## src/rtl/sap_control_core.sv

```systemverilog
// SAP-1 execution core: instruction register, 8-bit add/sub ALU with latched
// zero/overflow flags, and a six-step T-state sequencer that emits the bus
// load/enable strobes for PC, MAR, RAM and registers A/B/OUT.
module sap_control_core (
    input  logic       i_clock,
    input  logic       i_reset,
    input  logic [7:0] i_bus,
    input  logic [7:0] i_a,
    input  logic [7:0] i_b,
    output logic [7:0] o_bus,
    output logic       o_bus_en,
    output logic [3:0] o_opcode,
    output logic       o_flag_zero,
    output logic       o_flag_overflow,
    output logic [2:0] o_state,
    output logic       o_halt,
    output logic       o_memory_address_in,
    output logic       o_ram_in,
    output logic       o_ram_out,
    output logic       o_register_a_in,
    output logic       o_register_a_out,
    output logic       o_register_b_in,
    output logic       o_register_output_in,
    output logic       o_program_counter_increment,
    output logic       o_program_counter_out,
    output logic       o_program_counter_jump
);

    typedef enum logic [2:0] {
        StT1 = 3'd0,
        StT2 = 3'd1,
        StT3 = 3'd2,
        StT4 = 3'd3,
        StT5 = 3'd4,
        StT6 = 3'd5
    } state_t;

    localparam logic [3:0] OpLda = 4'b0000;
    localparam logic [3:0] OpAdd = 4'b0001;
    localparam logic [3:0] OpSub = 4'b0010;
    localparam logic [3:0] OpSta = 4'b0011;
    localparam logic [3:0] OpJmp = 4'b0100;
    localparam logic [3:0] OpJz  = 4'b0101;
    localparam logic [3:0] OpJc  = 4'b0110;
    localparam logic [3:0] OpOut = 4'b1110;
    localparam logic [3:0] OpHlt = 4'b1111;

    state_t     r_state;
    state_t     w_state_d;
    logic [7:0] r_ir;
    logic       r_flag_zero;
    logic       r_flag_overflow;
    logic       r_halted;

    logic [3:0] w_opcode;
    logic       w_ir_in;
    logic       w_ir_out;
    logic       w_alu_out;
    logic       w_subtract;
    logic       w_halt;
    logic       w_mar_in;
    logic       w_ram_in;
    logic       w_ram_out;
    logic       w_a_in;
    logic       w_a_out;
    logic       w_b_in;
    logic       w_out_in;
    logic       w_pc_inc;
    logic       w_pc_out;
    logic       w_pc_jump;

    logic [7:0] w_b_operand;
    logic [8:0] w_sum;
    logic [7:0] w_result;

    assign w_opcode = r_ir[7:4];

    // Subtraction is a + ~b + 1, so carry out of bit 7 means "no borrow".
    assign w_b_operand = w_subtract ? ~i_b : i_b;
    assign w_sum       = {1'b0, i_a} + {1'b0, w_b_operand} + {8'd0, w_subtract};
    assign w_result    = w_sum[7:0];

    // Control strobes decoded from T-state, opcode and flags; forced low during reset.
    always_comb begin
        w_ir_in    = 1'b0;
        w_ir_out   = 1'b0;
        w_alu_out  = 1'b0;
        w_subtract = 1'b0;
        w_halt     = 1'b0;
        w_mar_in   = 1'b0;
        w_ram_in   = 1'b0;
        w_ram_out  = 1'b0;
        w_a_in     = 1'b0;
        w_a_out    = 1'b0;
        w_b_in     = 1'b0;
        w_out_in   = 1'b0;
        w_pc_inc   = 1'b0;
        w_pc_out   = 1'b0;
        w_pc_jump  = 1'b0;
        if (i_reset) begin
            case (r_state)
                StT1: begin
                    w_pc_out = 1'b1;
                    w_mar_in = 1'b1;
                end
                StT2: w_pc_inc = 1'b1;
                StT3: begin
                    w_ram_out = 1'b1;
                    w_ir_in   = 1'b1;
                end
                StT4: begin
                    case (w_opcode)
                        OpLda, OpAdd, OpSub, OpSta: begin
                            w_ir_out = 1'b1;
                            w_mar_in = 1'b1;
                        end
                        OpJmp: begin
                            w_ir_out  = 1'b1;
                            w_pc_jump = 1'b1;
                        end
                        OpJz: begin
                            w_ir_out  = r_flag_zero;
                            w_pc_jump = r_flag_zero;
                        end
                        OpJc: begin
                            w_ir_out  = r_flag_overflow;
                            w_pc_jump = r_flag_overflow;
                        end
                        OpOut: begin
                            w_a_out  = 1'b1;
                            w_out_in = 1'b1;
                        end
                        OpHlt:   w_halt = 1'b1;
                        default: ;
                    endcase
                end
                StT5: begin
                    case (w_opcode)
                        OpLda: begin
                            w_ram_out = 1'b1;
                            w_a_in    = 1'b1;
                        end
                        OpAdd, OpSub: begin
                            w_ram_out = 1'b1;
                            w_b_in    = 1'b1;
                        end
                        OpSta: begin
                            w_a_out  = 1'b1;
                            w_ram_in = 1'b1;
                        end
                        default: ;
                    endcase
                end
                StT6: begin
                    if (w_opcode == OpAdd || w_opcode == OpSub) begin
                        w_alu_out  = 1'b1;
                        w_a_in     = 1'b1;
                        w_subtract = (w_opcode == OpSub);
                    end
                end
                default: ;
            endcase
        end
    end

    // Next T-state: short instructions return to T1 early, HLT parks in T4.
    always_comb begin
        w_state_d = StT1;
        case (r_state)
            StT1: w_state_d = StT2;
            StT2: w_state_d = StT3;
            StT3: w_state_d = StT4;
            StT4: begin
                case (w_opcode)
                    OpLda, OpAdd, OpSub, OpSta: w_state_d = StT5;
                    OpHlt:                      w_state_d = StT4;
                    default:                    w_state_d = StT1;
                endcase
            end
            StT5: w_state_d = (w_opcode == OpSta) ? StT1 : StT6;
            StT6: w_state_d = StT1;
            default: w_state_d = StT1;
        endcase
        if (r_halted) begin
            w_state_d = StT4;
        end
    end

    // Sequencer, instruction register, halt latch and ALU flags.
    always_ff @(posedge i_clock or negedge i_reset) begin
        if (!i_reset) begin
            r_state         <= StT1;
            r_ir            <= 8'h00;
            r_flag_zero     <= 1'b0;
            r_flag_overflow <= 1'b0;
            r_halted        <= 1'b0;
        end else begin
            r_state <= w_state_d;
            if (w_ir_in) begin
                r_ir <= i_bus;
            end
            if (w_halt) begin
                r_halted <= 1'b1;
            end
            if (w_alu_out) begin
                r_flag_zero     <= (w_result == 8'h00);
                r_flag_overflow <= w_sum[8];
            end
        end
    end

    // Bus source select: IR operand or ALU result, never both.
    always_comb begin
        o_bus = 8'h00;
        if (w_ir_out) begin
            o_bus = {4'b0000, r_ir[3:0]};
        end else if (w_alu_out) begin
            o_bus = w_result;
        end
    end

    assign o_bus_en                    = w_ir_out | w_alu_out;
    assign o_opcode                    = w_opcode;
    assign o_flag_zero                 = r_flag_zero;
    assign o_flag_overflow             = r_flag_overflow;
    assign o_state                     = r_state;
    assign o_halt                      = w_halt | (r_halted & i_reset);
    assign o_memory_address_in         = w_mar_in;
    assign o_ram_in                    = w_ram_in;
    assign o_ram_out                   = w_ram_out;
    assign o_register_a_in             = w_a_in;
    assign o_register_a_out            = w_a_out;
    assign o_register_b_in             = w_b_in;
    assign o_register_output_in        = w_out_in;
    assign o_program_counter_increment = w_pc_inc;
    assign o_program_counter_out       = w_pc_out;
    assign o_program_counter_jump      = w_pc_jump;

endmodule

```

## config.mk

```make
export PLATFORM = sky130hd
export DESIGN_NAME = sap_control_core
export DESIGN_NICKNAME = d
export VERILOG_FILES = /design/src/rtl/sap_control_core.sv
export SDC_FILE = /design/constraint.sdc
export NUM_CORES = 1
export LEC_CHECK = 0
export ABC_AREA = 1
export BUFFER_PORTS_ARGS = -buffer_cell sky130_fd_sc_hd__buf_4
export CAP_MARGIN = 20
export CORE_ASPECT_RATIO = 2
export CORE_UTILIZATION = 48
export CTS_CLUSTER_SIZE = 14
export DETAILED_ROUTE_END_ITERATION = 8
export MAX_ROUTING_LAYER = met4
export PLACE_DENSITY = 0.81
export SLEW_MARGIN = 20
export SYNTH_ARGS = -nofsm -noshare
export SYNTH_HDL_FRONTEND = slang
export SYNTH_SLANG_ARGS = --single-unit
```

## constraint.sdc

```tcl
create_clock -name i_clock -period 3.37 [get_ports i_clock]
set_input_delay 0.337 -clock i_clock [delete_from_list [all_inputs] [get_ports i_clock]]
set_output_delay 0.337 -clock i_clock [all_outputs]
set_load 0.02 [all_outputs]
```

==> flow_summary.json <==
{
  "fp.dieH_um": 77,
  "syn_inst": 194,
  "setup_tns_ns": 0,
  "dr.pass1.iters": 4,
  "multi_input_area_um2": 853,
  "htree_num_levels": 1,
  "placed_cells": 270,
  "finClkSkew_ns": 0.00150,
  "drc": 0,
  "antenna_cells": 0,
  "area_growth_pct": 33.6,
  "core_um2": 2600,
  "synth_area_um2": 1350,
  "worstSetupEndpointType": "primary output",
  "ys_warn_count": 0,
  "path_common_cell": "nand2_2",
  "seq_area_frac_synth": 0.259,
  "antenna_left": 0,
  "crit_chain": "inv_2 -> nand2_2 -> nor2_2 -> nand2_2 -> xnor2_1 -> ha_1 -> a21o_1 -> inv_1 -> o21a_1 -> nand2_2 -> nand2_2 -> nand2_1 -> nand2_1 -> nand2_1 -> nor2_1 -> buf_4",
  "holdWs_ns": 0.324,
  "port-buffer-count": 54,
  "irDropWorstVdd_mv": 0.253,
  "placed_area_um2": 1750,
  "layout_setup_ws_ns": 0.300,
  "power_density_nw_per_um2": 229,
  "clk_latency_ns": 0.24,
  "internal_power_uw": 298,
  "grt_max_degree": 15,
  "grt_pass1_vias": 1462,
  "max_stage_delay_ns": 0.42,
  "grt_pass1_wl_mm": 6.09,
  "antenna_found_initial": 0,
  "num_vias": 1445,
  "root_buffer": "clkbuf_8",
  "slowest_stage": "dfrtp_1",
  "fillCellCount": 234,
  "top_layer_used": "met4",
  "holdCritPathClass": "input pin to flop",
  "post_synth_fa_ha_maj_area_fraction": 0.0890,
  "setup_viol": 0,
  "wl_met2_mm": 2.37,
  "status": "completed",
  "min_period_over_period": 0.911,
  "power.total_uw": 414,
  "seqPwrFrac": 0.406,
  "start_util": 0.519,
  "finalNetCount": 283,
  "drive_gt1_frac": 0.329,
  "critPathMaxFanout": 7,
  "synth_mux_area_frac": 0.0417,
  "routedWlPerCell_um": 13.6,
  "num_io_pins": 55,
  "timing.fmax_mhz": 326,
  "rows": 26,
  "maxCapViolCount": 0,
  "drt-initial-drc-count": 20,
  "synth_xor_xnor_area_share": 0.0584,
  "cts_buffers": 3,
  "critPathArrivalTime_ns": 2.73,
  "fin_cells": 274,
  "overflow": 0,
  "tightest_slew_ns": 0.664,
  "cts_tree": "yes",
  "clkPwrFrac": 0.330,
  "syn-num-nets": 229,
  "p_leak_nw": 0.977,
  "yosys.cell_types.count": 33,
  "synthSimpleGateAreaFrac": 0.323,
  "vias_per_cell": 5.27,
  "dieArea_um2": 3040,
  "fin_area_um2": 1800,
  "pre_cts_ws_ns": 0.395,
  "min_period_ns": 3.07,
  "p_sw_uw": 116,
  "place_congestion": 0.824,
  "grt_setup_unrepaired": "no",
  "final_util": 0.693,
  "wl_met3_um": 87,
  "synth_top_family_by_area": "simple AND/OR/NAND/NOR gates",
  "slew_headroom": 0.556,
  "seq_area_um2": 350,
  "p_sw_frac": 0.280,
  "startpoint_type": "flop",
  "p_comb_frac": 0.264,
  "finalMaxSlewViolations": 0,
  "cts.sinks": 14,
  "cts.reportedPaths.clkPinSlew_ns": 0.06,
  "wl_met1_mm": 1.20,
  "routed_wl_mm": 3.73,
  "clock_path_buffers": 2,
  "final-hold-violation-count": 0,
  "dieWidth_um": 39.5,
  "dp_hpwl_mm": 3.10,
  "avgSynthCellArea_um2": 6.96,
  "criticalPathCategory": "flop to primary output",
  "crit_required_ns": 3.03,
  "synth_compound_area_frac": 0.119,
  "yosys_register_bits": 14,
  "grt_usage": 0.287
}
-- final cells by class --
type,count,share of cell area
flip-flops and latches,14,0.194
clock buffers,3,0.0229
inverters,27,0.0562
repair buffers,56,0.234
well taps,28,0.0194
multi-input cells,146,0.473
-- power groups by stage --
stage,Clock [mW],Combinational [mW],Sequential [mW]
floorplan,0,0.0648,0.171
global placement,0,0.107,0.171
detailed placement,0,0.108,0.171
CTS,0.136,0.109,0.168
global route,0.142,0.123,0.168
finish,0.136,0.109,0.168
-- Yosys cell counts (all sizes together) --
master	number	area [um2]
mux2	5	56.3
nand2	50	200
a21oi	15	75.1
o2111ai	2	17.5
and2	1	6.26
nand3	13	75.1
a211oi	1	12.5
nand4	1	6.26
nor4	2	12.5
a21o	1	7.51
buf	7	47.6
xnor2	9	78.8
or2	2	12.5
nor3	2	15.0
ha	8	100
inv	27	101
dfrtp	14	350
nand3b	1	7.51
fa	1	20.0
o21a	1	7.51
o21ai	6	33.8
o22ai	1	6.26
nor2	24	100
-- state kept, by name (all words and copies together) (netlist names) --
| register | cells |
|---|---|
| o_state | 3 |
| o_flag_overflow | 1 |
| r_ir | 8 |
| o_flag_zero | 1 |
| r_halted | 1 |
-- cell usage in the layout, fill, tap and decap left out, types with 2 or more instances in the layout --
cell       count
nor4_1         2
o2111ai_1      2
nand2_2        6
xnor2_1        9
dfrtp_1       14
nor2_1        22
o21ai_0        3
mux2_2         5
o21ai_1        2
ha_1           8
nand2_1       44
a21oi_1       15
clkbuf_8       3
inv_1         23
inv_2          4
buf_4         55
nand3_2        2
nand3_1       11
-- per-layer routing --
metal,GRT usage,vias to the layer above
li1,-,732
met1,0.253,665
met2,0.562,42
met3,0.0202,6
met4,0.0862,0
met5,-,-
-- cell families after synthesis --
kind of cell | count (synthesis)
compound gates | 27
xor+xnor | 9
fa+ha+maj | 9
buf+inv | 34
flops | 14
mux | 5
simple gates | 96
-- critical path: cells and delay by family (launching register included) --
kind	cells	cell delay, ns
fa+ha+maj	1	0.34
xor+xnor	1	0.17
simple gates	9	0.87
flops	1	0.42
compound gates	2	0.35
buf+inv	3	0.34
-- what timing repair did --
action,CTS,global route
endpoints found under the setup margin,0,1
hold endpoints to repair,14,0
hold buffers,1,0
gates resized for setup,0,1
buffers inserted,0,0
-- path summary, 6_finish.rpt --
kind / start / to / slack [ns] / cells past startpoint
worst max-delay path: r_ir[6]$_DFFE_PN0P_ / o_bus[7] / 0.30 / 16
worst min-delay path: i_bus[5] / r_ir[5]$_DFFE_PN0P_ / 0.32 / 2
worst max register to register: r_ir[6]$_DFFE_PN0P_ / o_flag_zero$_DFFE_PN0P_ / 0.74 / 15
worst min register to register: r_halted$_DFFE_PN0P_ / o_state[2]$_DFF_PN0_ / 0.43 / 1
max in group asynchronous: i_reset / o_flag_overflow$_DFFE_PN0P_ / 2.22 / 2
min in group asynchronous: i_reset / o_state[2]$_DFF_PN0_ / 0.72 / 2
Note: power is estimated with default switching activity, not from simulation.
